File: src/rtl/clk_div_prog_if.sv
// Control/status bundle for clk_div_prog: enable, ratio load handshake and divided outputs.
interface clk_div_prog_if #(
  parameter int unsigned DIV_W = 16
);
  logic             en;
  logic [DIV_W-1:0] div_val;
  logic             div_load;
  logic             clk_div;
  logic             tick;
  logic             div_ack;
  logic             div_err;

  modport master (
    output en, div_val, div_load,
    input  clk_div, tick, div_ack, div_err
  );

  modport slave (
    input  en, div_val, div_load,
    output clk_div, tick, div_ack, div_err
  );
endinterface

File: src/rtl/clk_div_prog.sv
// Runtime-programmable integer clock divider (N >= 2) with per-period tick and load ack/err pulses.
// Define CLK_DIV_ODD50_EN to add a negedge stage giving exact 50% duty for odd ratios.
module clk_div_prog #(
  parameter int unsigned DIV_W   = 16,
  parameter int unsigned DIV_DEF = 50000
) (
  input logic           clk,
  input logic           rst_n,
  clk_div_prog_if.slave bus
);

  localparam logic [DIV_W-1:0] DefRatio = DIV_W'(DIV_DEF);
  localparam logic [DIV_W-1:0] One      = DIV_W'(1);
  localparam logic [DIV_W-1:0] Two      = DIV_W'(2);

  logic [DIV_W-1:0] cnt_q, cnt_d;
  logic [DIV_W-1:0] n_cur_q, n_cur_d;
  logic [DIV_W-1:0] n_pend_q, n_pend_d;
  logic             pend_vld_q, pend_vld_d;
  logic             q_pos, q_pos_d;
  logic             tick_q, tick_d;
  logic             ack_q, ack_d;
  logic             err_q, err_d;

  logic [DIV_W-1:0] half;
  logic [DIV_W-1:0] cnt_inc;
  logic             wrap;
  logic             load_ok;

  always_comb begin
    half    = n_cur_q >> 1;
    cnt_inc = cnt_q + One;
    wrap    = (cnt_q == n_cur_q - One);
    load_ok = bus.div_load && (bus.div_val >= Two);

    cnt_d      = cnt_q;
    n_cur_d    = n_cur_q;
    n_pend_d   = n_pend_q;
    pend_vld_d = pend_vld_q;
    q_pos_d    = q_pos;
    tick_d     = 1'b0;
    ack_d      = 1'b0;
    err_d      = bus.div_load && (bus.div_val < Two);

    if (bus.en) begin
      if (wrap) begin
        cnt_d   = '0;
        q_pos_d = 1'b0;
        // A pending ratio only ever takes over at a period boundary.
        if (pend_vld_q) begin
          n_cur_d    = n_pend_q;
          pend_vld_d = 1'b0;
          ack_d      = 1'b1;
        end
      end else begin
        cnt_d   = cnt_inc;
        q_pos_d = (cnt_inc >= half);
        tick_d  = (cnt_inc == half);
      end
    end

    // Applied after the wrap logic so a same-edge load stays pending for the next wrap.
    if (load_ok) begin
      n_pend_d   = bus.div_val;
      pend_vld_d = 1'b1;
    end
  end

  always_ff @(posedge clk or negedge rst_n) begin
    if (!rst_n) begin
      cnt_q      <= '0;
      n_cur_q    <= DefRatio;
      n_pend_q   <= DefRatio;
      pend_vld_q <= 1'b0;
      q_pos      <= 1'b0;
      tick_q     <= 1'b0;
      ack_q      <= 1'b0;
      err_q      <= 1'b0;
    end else begin
      cnt_q      <= cnt_d;
      n_cur_q    <= n_cur_d;
      n_pend_q   <= n_pend_d;
      pend_vld_q <= pend_vld_d;
      q_pos      <= q_pos_d;
      tick_q     <= tick_d;
      ack_q      <= ack_d;
      err_q      <= err_d;
    end
  end

`ifdef CLK_DIV_ODD50_EN
  logic q_neg;

  // Half-cycle delayed copy; ANDing it in delays the rising edge for odd ratios only.
  always_ff @(negedge clk or negedge rst_n) begin
    if (!rst_n) begin
      q_neg <= 1'b0;
    end else begin
      q_neg <= q_pos;
    end
  end

  assign bus.clk_div = n_cur_q[0] ? (q_pos & q_neg) : q_pos;
`else
  assign bus.clk_div = q_pos;
`endif

  assign bus.tick    = tick_q;
  assign bus.div_ack = ack_q;
  assign bus.div_err = err_q;

endmodule
File: src/flat_wrapper.sv
// flat-port wrapper written by rule: the top's interface ports become plain ports
module clk_div_prog_flat 
#(
  parameter int unsigned DIV_W   = 16,
  parameter int unsigned DIV_DEF = 50000
)
  (clk, rst_n, bus_en, bus_div_val, bus_div_load, bus_clk_div, bus_tick, bus_div_ack, bus_div_err);
  clk_div_prog_if #(.DIV_W(DIV_W)) bus_i ();
  input logic clk;
  input logic rst_n;
  input wire logic [$bits(bus_i.en)-1:0] bus_en;
  input wire logic [$bits(bus_i.div_val)-1:0] bus_div_val;
  input wire logic [$bits(bus_i.div_load)-1:0] bus_div_load;
  output wire logic [$bits(bus_i.clk_div)-1:0] bus_clk_div;
  output wire logic [$bits(bus_i.tick)-1:0] bus_tick;
  output wire logic [$bits(bus_i.div_ack)-1:0] bus_div_ack;
  output wire logic [$bits(bus_i.div_err)-1:0] bus_div_err;
  assign bus_i.en = bus_en;
  assign bus_i.div_val = bus_div_val;
  assign bus_i.div_load = bus_div_load;
  assign bus_clk_div = bus_i.clk_div;
  assign bus_tick = bus_i.tick;
  assign bus_div_ack = bus_i.div_ack;
  assign bus_div_err = bus_i.div_err;
  clk_div_prog #(.DIV_W(DIV_W), .DIV_DEF(DIV_DEF)) u_core (.clk(clk), .rst_n(rst_n), .bus(bus_i));
endmodule
File: config.mk
export PLATFORM = sky130hd
export DESIGN_NAME = clk_div_prog_flat
export DESIGN_NICKNAME = d
export VERILOG_FILES = /design/src/rtl/clk_div_prog_if.sv /design/src/rtl/clk_div_prog.sv /design/src/flat_wrapper.sv
export SDC_FILE = /design/constraint.sdc
export NUM_CORES = 1
export LEC_CHECK = 0
export ABC_AREA = 1
export BUFFER_PORTS_ARGS = -buffer_cell sky130_fd_sc_hd__buf_2
export CAP_MARGIN = 10
export CORE_MARGIN = 3
export CORE_UTILIZATION = 40
export CTS_CLUSTER_DIAMETER = 100
export DETAILED_ROUTE_END_ITERATION = 16
export PLACE_DENSITY = 0.58
export SLEW_MARGIN = 20
export SYNTH_ARGS = -nofsm -noshare
export SYNTH_HDL_FRONTEND = slang
export SYNTH_SLANG_ARGS = --single-unit
File: constraint.sdc
create_clock -name clk -period 2.8 [get_ports clk]
set_input_delay 0.56 -clock clk [delete_from_list [all_inputs] [get_ports clk]]
set_output_delay 0.56 -clock clk [all_outputs]
set_load 0.1 [all_outputs]
# --- After elaboration in Yosys (flattened, before gate mapping) ---
# Cells that the tools add are included.
op_classes:
  addsub: 2
  order_cmp: 3
  n_eq_ne: 2
  n_mux: 10
  reduce_logical: 6
ops:
  columns: ["cell", "n"]
  rows:
  - ["16-bit by 1-bit adder with 16-bit output, second input constant", 1]
  - ["16-bit by 15-bit equality test with 1-bit output", 1]
  - ["16-bit equality test", 1]
  - ["16-bit by 15-bit greater-or-equal comparator with 1-bit output", 1]
  - ["16-bit by 2-bit greater-or-equal comparator with 1-bit output, second input constant", 1]
  - ["16-bit by 2-bit less-than comparator with 1-bit output, second input constant", 1]
  - ["16-bit two-way mux", 1]
  - ["16-bit by 1-bit subtractor with 16-bit output, second input constant", 1]
  - ["1-bit two-way mux", 9]
  - ["2-bit nonzero test", 2]
  - ["3-bit AND reduction", 1]
  - ["1-bit logical AND", 2]
  - ["2-bit AND reduction", 1]
word_totals:
  regBits: 53
  inputBits: 20
  out_inout_bits: 4
  word_cells: 31

# --- Logic depth before layout (Yosys ltp) ---
depth:
  ltp_word: 5
  ltp_mapped: 17
  depth_no_buf: 17

# --- Worst setup path after synthesis ---
# Ideal clock, no wire load.
synth_path:
  kind: "register to register"
  startpoint: "register u_core.cnt_q[0]"
  endpoint: "register u_core.q_pos, in the netlist u_core.bus.clk_div"
  setup_ps: 120
  t_arrival_ps: 2212
  slack_ps: 468
  stages_incl_launch_ff: 18
  n_path_buf: 0
  period_less_slack_ps: 2332
  path_cell_list: "dfrtp_1 > ha_1 > nand2_1 > inv_1 > nand4_1 > or2_2 > nor2_1 > xnor2_1 > inv_1 > ha_1 > nand2_1 > nor2_1 > a211oi_1 > o211ai_1 > inv_1 > nand2_1 > nand3_1 > nand2_1"
synth_between:
  elab_chain_cells: 3
  word_cells_on_any_way: 4
synth_rtl:
  columns: ["element", "line", "source"]
  rows:
  - ["from (decl)", "clk_div_prog.sv:16", "logic [DIV_W-1:0] cnt_q, cnt_d;"]
  - ["from (signal assigned)", "clk_div_prog.sv:80", "cnt_q <= cnt_d;"]
  - ["16-bit by 1-bit adder with 16-bit output", "clk_div_prog.sv:32", "cnt_inc = cnt_q + One;"]
  - ["16-bit by 15-bit greater-or-equal comparator with 1-bit output", "clk_div_prog.sv:57", "q_pos_d = (cnt_inc >= half);"]
  - ["1-bit two-way mux *", "clk_div_prog.sv:46", "if (wrap) begin"]
  - ["to (signal assigned)", "clk_div_prog.sv:84", "q_pos <= q_pos_d;"]
  - ["to (decl)", "clk_div_prog.sv:20", "logic q_pos, q_pos_d;"]
# Mark *: on every way between the ends. The rest lies on a longest branch, timed or not.
# A chain may end at the register's enable or synchronous reset.

# --- Final worst setup path ---
# Ends and elaborated chain as after synthesis.

==> parameters.txt <==
Parameter                              Value

Critical path
  Capturing element type of the critical path    flip-flop
  Critical path buffers and inverters    2
  Family with the most delay on the worst path    simple AND/OR/NAND/NOR gates
  CP Data Arrival Time    2.73 ns
  CP peak stage delay    roughly 0.44 ns
  Category of the most critical setup path    flip-flop to flip-flop
  Cell with the largest stage delay on the worst path    dfrtp_1
  Nature of the critical path startpoint    flip-flop
  Worst path cell trace    nand3_1 -> nor2_1 -> nand2_1 -> nor3_1 -> xor2_1 -> inv_1 -> ha_1 -> a21oi_1 -> nor2_1 -> a211oi_1 -> o211ai_1 -> inv_1 -> nand2_1 -> nand3_1 -> nand2_1
  Cell seen most often among critical-path stages    nand2_1
  CP Data Required Time    between 3 and 4 ns
  Maximum fanout along the worst path    5

Finish
  Fill cell total of the finished layout    928
  Count of antenna diodes in the layout    0
  Share of final-layout standard cells stronger than drive strength 1    20.4%
  Area added between synthesis and finish    8.97%
  Number of nets in the layout    550

Power and ir drop
  Worst ir drop on vdd    between 200 and 250 uV
  Total Power Consumption    ~2.1 mW
  Static Leak    between 2 and 2.5 nW
  Power density cells    between 500 and 600 mW/mm^2

Synth
  Combinational family with the most area after synthesis    simple AND/OR/NAND/NOR gates
  Cell variety after synth    36
  Yosys warning total    0
  Register bit count reported by yosys    53
  Area share of xor/xnor cells in the synthesized design    5.27%
  Synth Area per Inst    approximately 7.6 um^2
  Number of cells produced by synthesis    491
  Post-Syn Nets    approximately 530
  Fraction of the mapped netlist area in compound gates    under 10%
  Simple logic cell fraction of the synthesized area    35.8%
  Synthesized-area fraction occupied by adder cells    5.67%
  Cell accounting for the most synthesized area    dfrtp_1
  Part of the Yosys area used for sequential elements    a little over a third
  Post-synthesis instance area    approximately 0.0038 mm^2
  Post-synthesis mux area share    4.80%
  Area share of the leading cell type in the synthesized netlist    27.4%
  Primary flip-flop cell chosen by synthesis mapping    dfrtp_1
  Ys async rst share    between 90% and 100%
  EDFF count, synth    0
  Leading post-synthesis cells by cell area    dfrtp_1, nand2_1, dfstp_2, inv_1, ha_1

Floorplanning
  Core box area    roughly 0.0089 mm^2
  Number of primary I/O pins    24
  Height of the chip    between 100 and 150 um
  Standard-cell row count    34
  Full die area    0.0106 mm^2
  Chip Width    between 100 and 150 um
  Starting density of the core    a little over two fifths

Route
  Number of iterations in the first detailed-routing pass    7
  Via count    about 3200
  Via count normalized by instance count    just over 5
  Wirelength per Cell    between 10 and 15 um
  Detailed-route wire length    roughly 9000 um
  Remaining design rule violation count    0
  Detail Route Antenna Nets    0
  Iter 0 DRT Violations    around 240

Timing
  Max-slew violation count    0
  Number of hold violations in the final report    0
  Period utilization    90.0%
  Min Tclk post-route    ~2.5 ns
  Clk_skew    about 0.0087 ns
  Worst-margin pin slew    approximately 0.92 ns
  Max-Slew Margin vs Limit    around two fifths
  FMAX    about 400 MHz
  TNS Setup    0 ns
  Number of failing setup endpoints in the final timing report    0
  RSZ-0062 raised after global routing    no

CTS
  Clock tree from TritonCTS    done
  Library cell used as clock root buffer    clkbuf_8
  Clock latency on the worst-skew pair    0.31 ns
  Clock slew at reported path FFs    around 0.11 ns
  Hold Buf Count CTS    0
  Clock sink count    53
  Max Buffers Root-to-Sink    2
  Number of buffers created by CTS    5
  Htree depth    2

Global route
  Largest net degree at the start of global routing    42
  Global-route wire length before repair    15700 um
  Number of antenna violations at the first check in global routing    0
  Total overflow reported by the global router    0
  Total routing usage reported by global routing    18.9%
  Vias in the first global route    between 3000 and 4000

Run
  Number of maximum-capacitance constraint violations    0

Placement
  Number of buffer cells added on primary ports    23
  Final HPWL from detailed placement    between 7000 and 8000 um
  Final Wtd Congestion    a little over 0.9

Status
  Run status    completed

Worst hold path
  Worst min path class    primary input to asynchronous set/reset pin
[worst paths after layout]
kind	end	depth (start not counted)	startpoint	slack, ns
setup reg to reg	u_core.bus.clk_div	15	u_core.cnt_q[0]	0.28
max in group asynchronous	u_core.cnt_q[15]	2	rst_n	1.72
hold reg to reg	u_core.n_cur_q[8]	2	u_core.n_pend_q[8]	0.48
setup / recovery	u_core.bus.clk_div	15	u_core.cnt_q[0]	0.28
min in group clk	u_core.bus.div_err	3	bus_div_load	0.45
hold / removal	u_core.n_pend_q[0]	1	rst_n	0.38
[power by group]
part	total (mW)	switching, mW	internal (mW)
clock network	0.547	0.274	0.273
logic	0.637	0.399	0.237
registers	0.923	0.0747	0.848
total	2.11	0.748	1.36
[registers in the layout, summed over array words and instances (netlist names)]
signal / flops
u_core.bus.clk_div: 1
u_core.bus.div_err: 1
u_core.n_pend_q: 16
u_core.bus.div_ack: 1
u_core.cnt_q: 16
u_core.n_cur_q: 16
u_core.bus.tick: 1
u_core.pend_vld_q: 1
[Yosys cell counts (7+ instances only)]
master	number
nand3_1	42
dfstp_2	12
nand2_1	127
mux2_2	16
xor2_1	12
nand2_2	10
nor2_2	8
inv_1	57
dfrtp_1	41
nor2_1	38
a21oi_1	7
xnor2_1	8
ha_1	17
nand4_1	26
o21ai_0	14
[cells by family (layout without fill, tap and decap cells)]
logic type                 count (synthesis)  in the layout
muxes                                     16             16
xor gates and xnor gates                  21             21
buffers and inverters                     76             99
AOI/OAI and AO/OA                         28             28
DFF                                       53             53
adders and majority gates                 17             17
and+or+nand+nor                          280            280
[metrics by stage]
stage / util, % / worst slack, ns / std cells / hold WS (ns) / instance area [um^2]
5_1_grt: 45.8 / 0.0118 / 622 / 0.442 / 4090
3_3_place_gp: 44.3 / 0.279 / 614 / 0.459 / 3960
6_report: 45.8 / 0.279 / 622 / 0.383 / 4090
2_1_floorplan: - / 0.468 / 491 / 0.264 / 3750
4_1_cts: 45.6 / 0.176 / 622 / 0.420 / 4070
3_5_place_dp: 44.3 / 0.215 / 614 / 0.465 / 3960
[metal layers]
layer / track usage (%) / part of all wire [%]
met1: 26.6 / 50
met2: 30.9 / 46
met3: 1.89 / 3.0
met4: 5.38 / 1.6
met5: 0 / 0
[layout by cell type, fill, tap and decap left out, types with 14 or more instances in the layout]
cell,instances
dfrtp_1,41
buf_2,23
ha_1,16
o21ai_0,14
nand3_1,42
nand4_1,26
inv_1,56
mux2_2,16
nor2_1,37
nand2_1,127
[what timing repair did]
action | in CTS | in global routing
gates resized for setup | 0 | 5
buffers inserted | 0 | 0
hold endpoints to repair | 0 | 0
endpoints found under the setup margin | 0 | 1
[area by class of cell]
class,instances,area [um^2],share of cell area [%]
well taps,108,135,3.31
repair buffers,28,153,3.73
inverters,63,236,5.79
multi-input cells,362,2110,51.5
clock buffers,5,68.8,1.68
flip-flops and latches,53,1340,32.8
clock inverters,3,47.5,1.16
No activity file was read; power rests on OpenSTA's default activity.
